## src/rtl/mulop_mod.sv

```systemverilog
`default_nettype none
// ============================================================================
//  Module   : mulop_mod
//  Purpose  : Iterative IDEA multiplier modulo 2^WIDTH+1. An all-zero operand
//             stands for 2^WIDTH, and a result of 2^WIDTH is returned as 0.
//             A shift-add datapath consumes one multiplier bit per cycle
//             (WIDTH+1 cycles), then a single cycle reduces the product.
//  Ports    : clk        - single clock, rising edge
//             rst        - synchronous, active-high reset
//             in_valid   - operand pair present on a/b
//             in_ready   - operands accepted (high only while idle)
//             a, b       - operands (0 encodes 2^WIDTH)
//             out_valid  - result valid, held until consumed
//             out_ready  - downstream accepts the result
//             o          - (a*b) mod (2^WIDTH+1), 2^WIDTH encoded as 0
//  Revision : 1.0 - initial release
// ============================================================================
module mulop_mod #(
    parameter int WIDTH = 16
) (
    input  logic             clk,
    input  logic             rst,
    input  logic             in_valid,
    output logic             in_ready,
    input  logic [WIDTH-1:0] a,
    input  logic [WIDTH-1:0] b,
    output logic             out_valid,
    input  logic             out_ready,
    output logic [WIDTH-1:0] o
);

    // Counter must reach WIDTH, so it needs room for WIDTH+1 distinct values.
    localparam int CNT_W = $clog2(WIDTH + 1);
    localparam int ACC_W = 2 * WIDTH + 2;

    localparam logic [CNT_W-1:0] C_CNT_LAST = CNT_W'(WIDTH);
    localparam logic [WIDTH+2:0] C_MOD      = (WIDTH + 3)'((64'd1 << WIDTH) + 64'd1);
    localparam logic [WIDTH:0]   C_TWO_POW  = {1'b1, {WIDTH{1'b0}}};

    typedef enum logic [1:0] {
        S_IDLE   = 2'd0,
        S_MUL    = 2'd1,
        S_REDUCE = 2'd2,
        S_DONE   = 2'd3
    } state_t;

    state_t              state_q,     state_d;
    logic [WIDTH:0]      a_q,         a_d;
    logic [WIDTH:0]      b_q,         b_d;
    logic [ACC_W-1:0]    acc_q,       acc_d;
    logic [CNT_W-1:0]    cnt_q,       cnt_d;
    logic [WIDTH-1:0]    o_q,         o_d;
    logic                out_valid_q, out_valid_d;

    // Datapath helpers
    logic [ACC_W-1:0]    w_partial;
    logic [WIDTH-1:0]    w_lo;
    logic [WIDTH+1:0]    w_hi;
    logic [WIDTH+2:0]    w_diff;
    logic [WIDTH+2:0]    w_red;

    // Multiplicand shifted into position for the current multiplier bit.
    assign w_partial = {{(WIDTH + 1){1'b0}}, a_q} << cnt_q;

    // Since 2^WIDTH == -1 (mod 2^WIDTH+1), P = hi*2^WIDTH + lo reduces to
    // lo - hi. The difference lies in [-2^WIDTH, 2^WIDTH-1]; one conditional
    // add of the modulus brings it into [1, 2^WIDTH]. Bit WIDTH+2 is the sign.
    assign w_lo   = acc_q[WIDTH-1:0];
    assign w_hi   = acc_q[ACC_W-1:WIDTH];
    assign w_diff = {3'b000, w_lo} - {1'b0, w_hi};
    assign w_red  = w_diff[WIDTH+2] ? (w_diff + C_MOD) : w_diff;

    // ------------------------------------------------------------------
    // Next-state and datapath control
    // ------------------------------------------------------------------
    always_comb begin
        state_d     = state_q;
        a_d         = a_q;
        b_d         = b_q;
        acc_d       = acc_q;
        cnt_d       = cnt_q;
        o_d         = o_q;
        out_valid_d = out_valid_q;

        case (state_q)
            S_IDLE: begin
                if (in_valid) begin
                    a_d     = (a == '0) ? C_TWO_POW : {1'b0, a};
                    b_d     = (b == '0) ? C_TWO_POW : {1'b0, b};
                    acc_d   = '0;
                    cnt_d   = '0;
                    state_d = S_MUL;
                end
            end

            S_MUL: begin
                // Fixed WIDTH+1 iterations; zero multiplier bits are not skipped
                // so that latency is independent of the operands.
                if (b_q[cnt_q]) begin
                    acc_d = acc_q + w_partial;
                end
                cnt_d = cnt_q + CNT_W'(1);
                if (cnt_q == C_CNT_LAST) begin
                    state_d = S_REDUCE;
                end
            end

            S_REDUCE: begin
                // A reduced value of 2^WIDTH truncates to 0, its encoding.
                o_d         = w_red[WIDTH-1:0];
                out_valid_d = 1'b1;
                state_d     = S_DONE;
            end

            S_DONE: begin
                // No same-cycle accept: the block returns to idle first.
                if (out_ready) begin
                    out_valid_d = 1'b0;
                    state_d     = S_IDLE;
                end
            end

            default: begin
                state_d = S_IDLE;
            end
        endcase
    end

    // ------------------------------------------------------------------
    // State registers
    // ------------------------------------------------------------------
    always_ff @(posedge clk) begin
        if (rst) begin
            state_q     <= S_IDLE;
            a_q         <= '0;
            b_q         <= '0;
            acc_q       <= '0;
            cnt_q       <= '0;
            o_q         <= '0;
            out_valid_q <= 1'b0;
        end else begin
            state_q     <= state_d;
            a_q         <= a_d;
            b_q         <= b_d;
            acc_q       <= acc_d;
            cnt_q       <= cnt_d;
            o_q         <= o_d;
            out_valid_q <= out_valid_d;
        end
    end

    assign in_ready  = (state_q == S_IDLE);
    assign out_valid = out_valid_q;
    assign o         = o_q;

endmodule
`default_nettype wire

```

## config.mk

```make
export PLATFORM = sky130hd
export DESIGN_NAME = mulop_mod
export DESIGN_NICKNAME = d
export VERILOG_FILES = /design/src/rtl/mulop_mod.sv
export SDC_FILE = /design/constraint.sdc
export NUM_CORES = 1
export LEC_CHECK = 0
export CORE_AREA = 2 2 115 117
export DETAILED_ROUTE_END_ITERATION = 10
export DIE_AREA = 0 0 117 119
export PLACE_DENSITY = 0.8
export SYNTH_ARGS = -nofsm -noshare
export SYNTH_HDL_FRONTEND = slang
export SYNTH_SLANG_ARGS = --single-unit
```

## constraint.sdc

```tcl
create_clock -name clk -period 6 [get_ports clk]
set_clock_uncertainty 0.05 [all_clocks]
set_input_delay 0.9 -clock clk [delete_from_list [all_inputs] [get_ports clk]]
set_output_delay 0.9 -clock clk [all_outputs]
set_load 0.01 [all_outputs]
```

==> impl_metrics.csv <==
group,metric,value,unit
critical_path,crit_family,"compound AO/OA/AOI/OAI gates",
die,die_area,13920,um2
critical_path,critPathMaxStageDelay,0.94,ns
critical_path,cp.required,6.20,ns
critical_path,reg2reg_to,"acc_q[21]",
synth,synthAdderAreaFrac,10.01,%
route,postRouteAntennaNets,0,
clocking,clk_pin_slew,0.07,ns
route,avgRoutedWirePerCell,17.08,um
sta,drv_slew,0,
critical_path,crit_path_max_fanout,22,
sta,setup_slack,1.248,ns
critical_path,crit_type,"register to register",
die,core,12870,um2
global_routing,grt_antenna_before_repair,0,
sta,fin_crit,4.752,ns
critical_path,path_common_cell,"mux2i_1",
clocking,clkSinkCount,92,
global_routing,overflow,0,
placed_design,place_ws,1.294,ns
sta,totalNegativeSetupSlack,0,ns
synth,synthFlopType,"dfxtp_1",
sta,fmax,0.2104,GHz
pwr,leakagePower,3.411,nW
synth,muxShareOfSynthArea,7.284,%
synth,synthSimpleGateAreaFrac,20.28,%
synth,netlist_top_cells_area,"dfxtp_1 25%, ha_1 9.5%, nor2_1 6.1%",
sta,worst_slew_pin_slew,1.096,ns
global_routing,grt_pass1_wl,32300,um
route,totalWireLength,19420,um
run,max-cap-violations,0,
pwr,p_per_area,341.8,nW/um2
final_layout,final_nets,1051,
placed_design,dp_hpwl,14970,um
global_routing,grt_pass1_vias,6445,
synth,synth_seq_cells,92,
run_status,status,"finished clean",
critical_path,endpoint,"acc_q[21]",
final_layout,drive_gt1_share,6.452,%
synth,synth.top_cell.area_share,24.88,%
route,drt_iter0_markers,711,
synth,syn_nets,1029,
pwr,peakVddDrop,0.0002007,V
critical_path,slowest_stage,"dfxtp_1",
clocking,cts.htree.levels,3,
synth,synth_edf_count,0,
clocking,clk_latency,0.36,ns
critical_path,crit_cells,14,
clocking,postCtsSetupBuffers,0,
critical_path,crit_path_start_kind,"register",
sta,max_slew_margin,26.00,%
die,die_h,119,um
clocking,ctsHoldBuffers,0,
critical_path,cp-startpoint,"cnt_q[0]",
placed_design,gp_congestion,0.9632,
route,vias,6995,
sta,setup_viol,0,
sta,grt_setup_unrepaired,"no",
sta,period_share,79.20,%
critical_path,path_buf_inv,0,
sta,hold_violations,0,
global_routing,grt_start_max_net_pins,64,
critical_path,crit_chain,"mux4_2, mux2i_1, mux2i_1, and2_1, ha_1, a211oi_1, nor2_1, o31ai_1, nand2_1, a311o_1, a211o_1, a21oi_1, xnor2_1, a22o_1",
clocking,cts_buffers,9,
die,dieWidth,117,um
synth,synth_xor_area_share,6.862,%
die,initial_core_util,57.50,%
synth,ys_top_cells_by_count,"121 x nor2_1, 92 x dfxtp_1, 85 x nand2_1, 61 x a21oi_1, 56 x ha_1",
clocking,cts_root_buf,"clkbuf_16",
synth,synthCells,935,
final_layout,n_antenna_cell,0,
synth,syn_area_per_cell,7.918,um2
synth,syn_area,7403,um2
synth,yosysWarnings,0,
clocking,clockBufferDepth,2,
route,routed_via_density,6.152,
min_path,hp-class,"register to register",
synth,yosysTopAreaCell,"dfxtp_1",
clocking,cts_resized,0,
route,first_pass_iters,7,
critical_path,rr_worst_depth,14,
critical_path,regToRegSetupSlack,1.25,ns
synth,ys_seq_area_share,24.88,%
critical_path,endpoint_kind,"register",
final_layout,area_growth,12.46,%
placed_design,io_buffers,53,
synth,async_flop_share,0,%
min_path,hold_depth,2,
synth,yosysUniqueCellTypes,75,
critical_path,arrival,4.96,ns
synth,synth.most_common_cell,"nor2_1",
synth,synth-compound-area-share,25.77,%
route,drc,0,
clocking,cts_tree,"yes",
synth,synth_top_family_by_area,"compound AO/OA/AOI/OAI gates",
critical_path,timing.rr.start,"cnt_q[0]",
global_routing,track_usage,29.12,%
die,num_rows,42,
die,ios,54,
sequential cells by signal (all words and copies together), names as in the netlist:
signal	cells
acc_q	34
a_q	17
b_q	17
o	16
cnt_q	5
state_q	2
out_valid	1
cells by family after synthesis:
group,Yosys count
compound gates,276
simple gates,322
xor+xnor,58
buf+inv,92
flops,92
fa+ha+maj,58
mux,37
where the power goes:
part / internal [mW] / switching, mW
clock network: 0.366 / 0.254
logic: 0.589 / 0.815
registers: 0.716 / 0.105
total: 1.67 / 1.17
worst min-delay path by stage:
stage	from	end	slack, ns
after global routing	b_q[1]	b_q[1]	0.44
final	b_q[9]	b_q[9]	0.41
after floorplan	b_q[10]	b_q[10]	0.38
after CTS	b_q[9]	b_q[9]	0.41
after detailed placement	b_q[9]	b_q[9]	0.40
after global placement	b_q[0]	b_q[0]	0.39
layout make-up:
class | instances | area (um2)
multi-input cells | 751 | 5201
fillers | 1114 | 4549
flip-flops and latches | 92 | 1842
repair buffers | 62 | 593.1
clock buffers | 10 | 229.0
well taps | 176 | 220.2
inverters | 41 | 153.9
clock inverters | 5 | 86.33
worst min-delay path: stages, from the launching register on:
cell     delay [ns]
dfxtp_1        0.31
nand2_1        0.05
a21oi_1        0.05
placed cells by master (no fill, tap or decap), drive strengths merged, types with 3 or more instances in the layout:
master | Yosys | layout
nor2 | 121 | 121
dfxtp | 92 | 92
nand2 | 85 | 85
a21oi | 61 | 61
ha | 56 | 56
clkdlybuf4s50 | 0 | 52
xnor2 | 42 | 42
a22oi | 41 | 41
inv | 40 | 41
o21ai | 39 | 39
a21o | 26 | 26
nand3 | 23 | 23
a211oi | 21 | 21
mux2i | 19 | 19
xor2 | 16 | 16
nor3 | 14 | 14
a22o | 14 | 14
mux4 | 13 | 13
nor4 | 13 | 13
nand2b | 12 | 12
a31oi | 12 | 12
nor2b | 10 | 10
o22ai | 10 | 10
clkbuf | 40 | 10
buf | 11 | 10
o31ai | 9 | 9
and2 | 9 | 9
and3 | 7 | 7
nand4 | 7 | 7
or2 | 7 | 7
o211ai | 7 | 7
mux2 | 5 | 5
o21a | 5 | 5
a32oi | 3 | 3
o31a | 3 | 3
o21bai | 3 | 3
nand3b | 3 | 3
a221oi | 3 | 3
clkinv | 1 | 3
per-stage QoR:
step,util [%],instance area (um2),power [mW],cells,hold WS (ns)
2_1_floorplan,-,7403,1.844,935,0.3831
3_3_place_gp,62.22,8010,2.195,1122,0.3918
3_5_place_dp,62.22,8010,2.222,1122,0.3991
4_1_cts,64.66,8325,2.845,1137,0.4086
5_1_grt,64.66,8325,3.042,1137,0.4405
6_report,64.66,8325,2.845,1137,0.4061
metal layers:
layer | part of all wire (%) | GRT usage (%) | up-vias | wire (um)
met5 | 0 | 0 | - | 0
met4 | 3.4 | 12.21 | 0 | 658
met3 | 5.8 | 3.359 | 50 | 1132
met2 | 45 | 44.26 | 240 | 8663
met1 | 46 | 41.63 | 3227 | 8967
li1 | - | - | 3478 | -
Note: power is estimated with default switching activity, not from simulation.
==> edit 1, RTL diff (same flow settings) <==
Make the reset (`rst`) asynchronous in one clocked block. Comments in the files are not updated.
--- a/src/rtl/mulop_mod.sv
+++ b/src/rtl/mulop_mod.sv
@@ -131,3 +131,3 @@
     // ------------------------------------------------------------------
-    always_ff @(posedge clk) begin
+    always_ff @(posedge clk or posedge rst) begin
         if (rst) begin
Formal check against the unedited RTL: differs if rst is asserted again (counterexample within 4 cycles, from zero or initial values and one cycle with rst high); with rst held inactive, the same outputs for 10 cycles.
==> edit 1 against the original RTL <==
- wire length is 1.7% lower
- core utilization up 2.2 points
- synthesized area rose by 4.3%
- setup slack worse by 0.13 ns
- count of clock-buffer cells in the layout stayed put
- design area is 3.4% higher
- sequential cell count did not move
- die area unchanged
- sequential share of layout area grew 4.6 points
- largest cell class unchanged
Power is left out: the tool's default activity adds up to more than one toggle a clock period on the data nets, which glitch-free logic cannot reach.
==> edit 1: results (changes against the original RTL) <==
** Route
- Initial DRC count :: 539 (-24%)
- TritonRoute pass-1 iters :: 5 (-2)
- The wire length after detailed routing came to 19.1 mm (-1.7%).

** Status
- The flow ran to the end, and the final reports show no timing, DRC or antenna violations.

** Synthesis
- The fraction of synthesized cell area in xor and xnor cells is 6.35% (-0.51 points).
- Synthesized-area fraction occupied by adder cells :: 9.59% (-0.41 points)
- Area fraction in compound gates after synthesis :: 24.0% (-1.8 points)
- The count of distinct cell types in the synthesized netlist is 76 (+1.3%).
- Cells taking the most area after synthesis :: dfrtp_1 (30%), ha_1 (9.1%), o21ai_0 (5.2%)
- Mean Syn Cell Area :: 8.63 µm² (+9.0%)

** Worst hold path
- Terminating pin of the worst hold path :: b_q[16]$_DFFE_PP0P_

** Worst setup path
- Worst Path Arrival :: 5.06 ns (+0.10 ns)
- The largest fanout on the critical path is 23 (+4.5%).
- Worst path slowest cell :: dfrtp_1
- Tracing the worst setup path back leads to its startpoint at cnt_q[0]$_DFFE_PP0P_.
- Worst setup path endpoint :: acc_q[27]$_DFFE_PP0P_
- Worst reg2reg setup slack :: 1.12 ns (-0.13 ns)

** Placement
- Placed insts :: 1087 (-3.1%)
- DP Wirelength :: 14.7 mm (-1.6%)
- Worst Setup Slack post-DPL :: 1.21 ns (-0.0862 ns)
- Placed inst area :: 8330 µm² (+4.0%)
- Global placement routability congestion :: 0.960 (-0.38%)

** Global routing
- The via count of the first global-routing pass was 6388 (-0.88%).

** Layout
- The final net count is 1016 (-3.3%).

** Timing
- Transition time at the pin with the least slew margin :: 1.19 ns (+0.0986 ns)
- The portion of the clock cycle consumed by the worst path in the final layout was 81.4% (+2.2 points).
-- edit 1: cell types whose count changed after synthesis, moves of 41 or more --
| cell | delta |
|---|---|
| dfrtp_1 | +92 |
| dfxtp_1 | -92 |
| nor2_1 | -46 |
| o21ai_0 | +43 |
| a22oi_1 | -41 |
-- edit 1: area by class of cell --
type                       count  area [µm²]  area share (%)
multi-input combinational    719        5070            58.9
sequential                    92        2300            26.7
timing repair buffer          61         591            6.86
clock buffer                  10         229            2.66
tap                          176         220            2.56
inverter                      39         149            1.73
clock inverter                 6        48.8           0.567
-- edit 1: layer usage --
metal  track usage [%]  routed length (µm)
met3              3.16                 998
met2              47.1                9190
met4              12.9                 704
met5                 0                   0
met1              38.4                8200
-- edit 1: worst register-to-register path: cells and delay by family, from the launching register on --
kind                       cells  cell delay [ns]
buffers and inverters          1             0.34
adders and majority gates      1             0.41
xor gates and xnor gates       1             0.16
muxes                          2             0.88
AOI/OAI and AO/OA              9             1.86
and+or+nand+nor                2             0.18
DFF                            1             0.87
==> edit 2, RTL diff (same flow settings) <==
Made on the original files. Take the reset off `b_q` and load it in a clocked block of its own.
--- a/src/rtl/mulop_mod.sv
+++ b/src/rtl/mulop_mod.sv
@@ -135,3 +135,2 @@
             a_q         <= '0;
-            b_q         <= '0;
             acc_q       <= '0;
@@ -143,3 +142,2 @@
             a_q         <= a_d;
-            b_q         <= b_d;
             acc_q       <= acc_d;
@@ -149,2 +147,6 @@
         end
+    end
+
+    always_ff @(posedge clk) begin
+        b_q <= b_d;
     end
Check against the original RTL: no difference found for any inputs over 10 cycles, from zero or initial values and one cycle with rst high; that may be too few to reach the edited logic, so the function may still have changed.
==> edit 2 against the original RTL <==
- design area is 0.14% higher
- setup slack worse by 0.23 ns
- sequential cell count stayed put
- first-iteration DRC count is 12% higher
- synthesized area is 1.1% higher
- wire length is 2.6% higher
- power is 6.6% higher
- hold slack better by 0.020 ns
- largest cell class unchanged
- largest power group unchanged
==> edit 2: results (changes against the original RTL) <==
** Route
- The count of routing violations after the opening detailed-route iteration was 798 (+12%).
- Total routed wirelength :: 19.9 mm (+2.6%)
- The routed via count divided by cell count was 6.26 (+1.8%).
- The count of TritonRoute iterations in the first routing pass was 5 (-2).

** Layout
- The final net count is 1025 (-2.5%).
- The fraction of layout instances using a drive strength above 1 came to 6.94% (+0.49 points).
- Filler instances :: 1113 (-0.090%)
- Diodes inserted :: 0 (unchanged)
- Registers with the most flip-flops :: acc_q (34), a_q (17), b_q (17)

** Global routing
- The global-route total usage across every layer came to 28.6% (-0.48 points).
- Wire length of the first global-routing pass :: 31.4 mm (-2.7%)
- Initial antenna violation count :: 0 (unchanged)
- The via count of the first global-routing pass came to 6290 (-2.4%).
- Pin count of the biggest net entering global routing :: 44 (-31%)
- Total overflow reported by the global router :: 0 (unchanged)

** Pwr
- The largest voltage drop on the vdd net came to 170 µV (-15%).
- Leakage power total :: 3.36 nW (-1.5%)

** Synthesis
- Cells taking the most area after synthesis :: dfxtp_1 (20%), ha_1 (9.4%), edfxtp_1 (6.8%)
- Number of warnings reported in the yosys synthesis log :: 0 (unchanged)
- The post-synthesis adder-cell area fraction is 9.89% (-0.11 points).
- The multiplexer share of the synthesized area was 6.94% (-0.35 points).
- Ranked by instance count, the synthesized netlist is headed by nor2_1 (117), dfxtp_1 (75), a21oi_1 (63).
- Sequential-to-total area share from yosys stat :: 26.9% (+2.0 points)
- The share of flip-flops with an asynchronous set or reset after synthesis came to 0% (unchanged).
- The synthesized-area fraction occupied by ao, oa, aoi and oai cells was 26.2% (+0.40 points).
- The number of flops mapped to enable cells by yosys came to 17 (+17).
- The fraction of synthesized cell area in xor and xnor cells is 5.85% (-1.0 points).
- Distinct cells, synth :: 82 (+9.3%)

** Worst hold path
- The worst hold path belongs to the class reg2reg.
- The worst hold path begins at acc_q[33]$_SDFFE_PP0P_.

** Clock tree
- Clock-pin slew on the worst setup and hold paths :: 0.07 ns (about the same)
- The later pin in the worst-skew pair is clocked with a latency of 0.35 ns.
- Count of buffers added by post-CTS timing repair for setup :: 0 (unchanged)
- The number of buffers inserted during clock tree synthesis came to 9 (unchanged).
- The count of instances resized after the clock tree is built came to 0 (unchanged).
- Clock tree root buffer cell :: clkbuf_16

** Placement
- DP Wirelength :: 15.4 mm (+3.1%)
- The routability-driven placement congestion ratio came to 0.994 (+3.2%).

** Timing
- Transition time at the pin with the least slew margin :: 1.18 ns (+0.0826 ns)

** Worst setup path
- The largest fanout on the critical path came to 19 (-14%).
- Worst Path Arrival :: 5.17 ns (+0.21 ns)
- In this run the critical register-to-register path is launched from cnt_q[0]$_SDFFE_PP0P_.
- Worst setup path category :: reg2reg

** Status
- Outcome :: completed
edit 2: changes by cell type after synthesis, moves of 8 or more:
cell      before  now
o21ai_0       37   45
xnor2_1       42   28
edfxtp_1       0   17
a22o_1        14    5
dfxtp_1       92   75
nand2_1       85   61
edit 2: final timing paths:
check,end,slack (ns),cells past startpoint
max,acc_q[33]$_SDFFE_PP0P_,1.02,17
min,acc_q[33]$_SDFFE_PP0P_,0.43,1
max reg2reg,acc_q[33]$_SDFFE_PP0P_,1.02,17
min reg2reg,acc_q[33]$_SDFFE_PP0P_,0.43,1
edit 2: kinds of logic (layout without fill, tap and decap cells):
logic type	Yosys count	in the layout
AND/OR/NAND/NOR	288	288
AO/OA/AOI/OAI	283	283
buffers and inverters	104	122
flip-flops	92	92
adder cells (fa/ha/maj)	58	58
XOR/XNOR	50	50
multiplexers	43	43
edit 2: through the flow:
step / utilization [%] / instances / instance area (µm²) / worst slack (ns)
final: 64.8 / 1112 / 8340 / 1.02
after global routing: 64.8 / 1112 / 8340 / 0.664
after CTS: 64.8 / 1112 / 8340 / 1.16
after detailed placement: 62.2 / 1096 / 8010 / 1.19
after global placement: 62.2 / 1096 / 8010 / 1.23
after floorplan: - / 918 / 7490 / 1.70
edit 2: area by class of cell:
type / instances / area, µm² / share of cell area, %
flip-flops and latches: 92 / 2010 / 24.1
clock inverters: 6 / 100 / 1.20
well taps: 176 / 220 / 2.64
inverters: 46 / 173 / 2.07
clock buffers: 10 / 229 / 2.75
repair buffers: 60 / 578 / 6.93
multi-input cells: 722 / 5020 / 60.3
edit 2: layer usage:
metal | vias to the layer above | wire length, µm | share of wire [%] | GRT usage, %
met2 | 233 | 9790 | 49 | 48.4
met5 | - | 0 | 0 | 0
met4 | 0 | 401 | 2.0 | 8.31
li1 | 3391 | - | - | -
met3 | 32 | 983 | 4.9 | 3.36
met1 | 3308 | 8750 | 44 | 38.3
edit 2: worst max-delay path: stages, from the launching register on:
cell	delay (ns)
dfxtp_1	0.83
buf_4	0.30
mux2i_1	0.20
nand2_1	0.09
o21ai_0	0.14
o21ai_0	0.15
o21ai_0	0.34
o32ai_1	0.17
ha_1	0.43
a21oi_1	0.22
o21ai_0	0.19
or3_1	0.40
a311oi_1	0.52
o31a_1	0.32
o21ba_2	0.18
o31ai_1	0.07
a21oi_1	0.15
mux2i_1	0.09
edit 2: report_power, final:
group / switching [mW] / leakage, nW / internal (mW) / total (mW)
combinational: 0.911 / 2.43 / 0.635 / 1.55
clock: 0.266 / 0.160 / 0.371 / 0.637
sequential: 0.0931 / 0.771 / 0.755 / 0.849
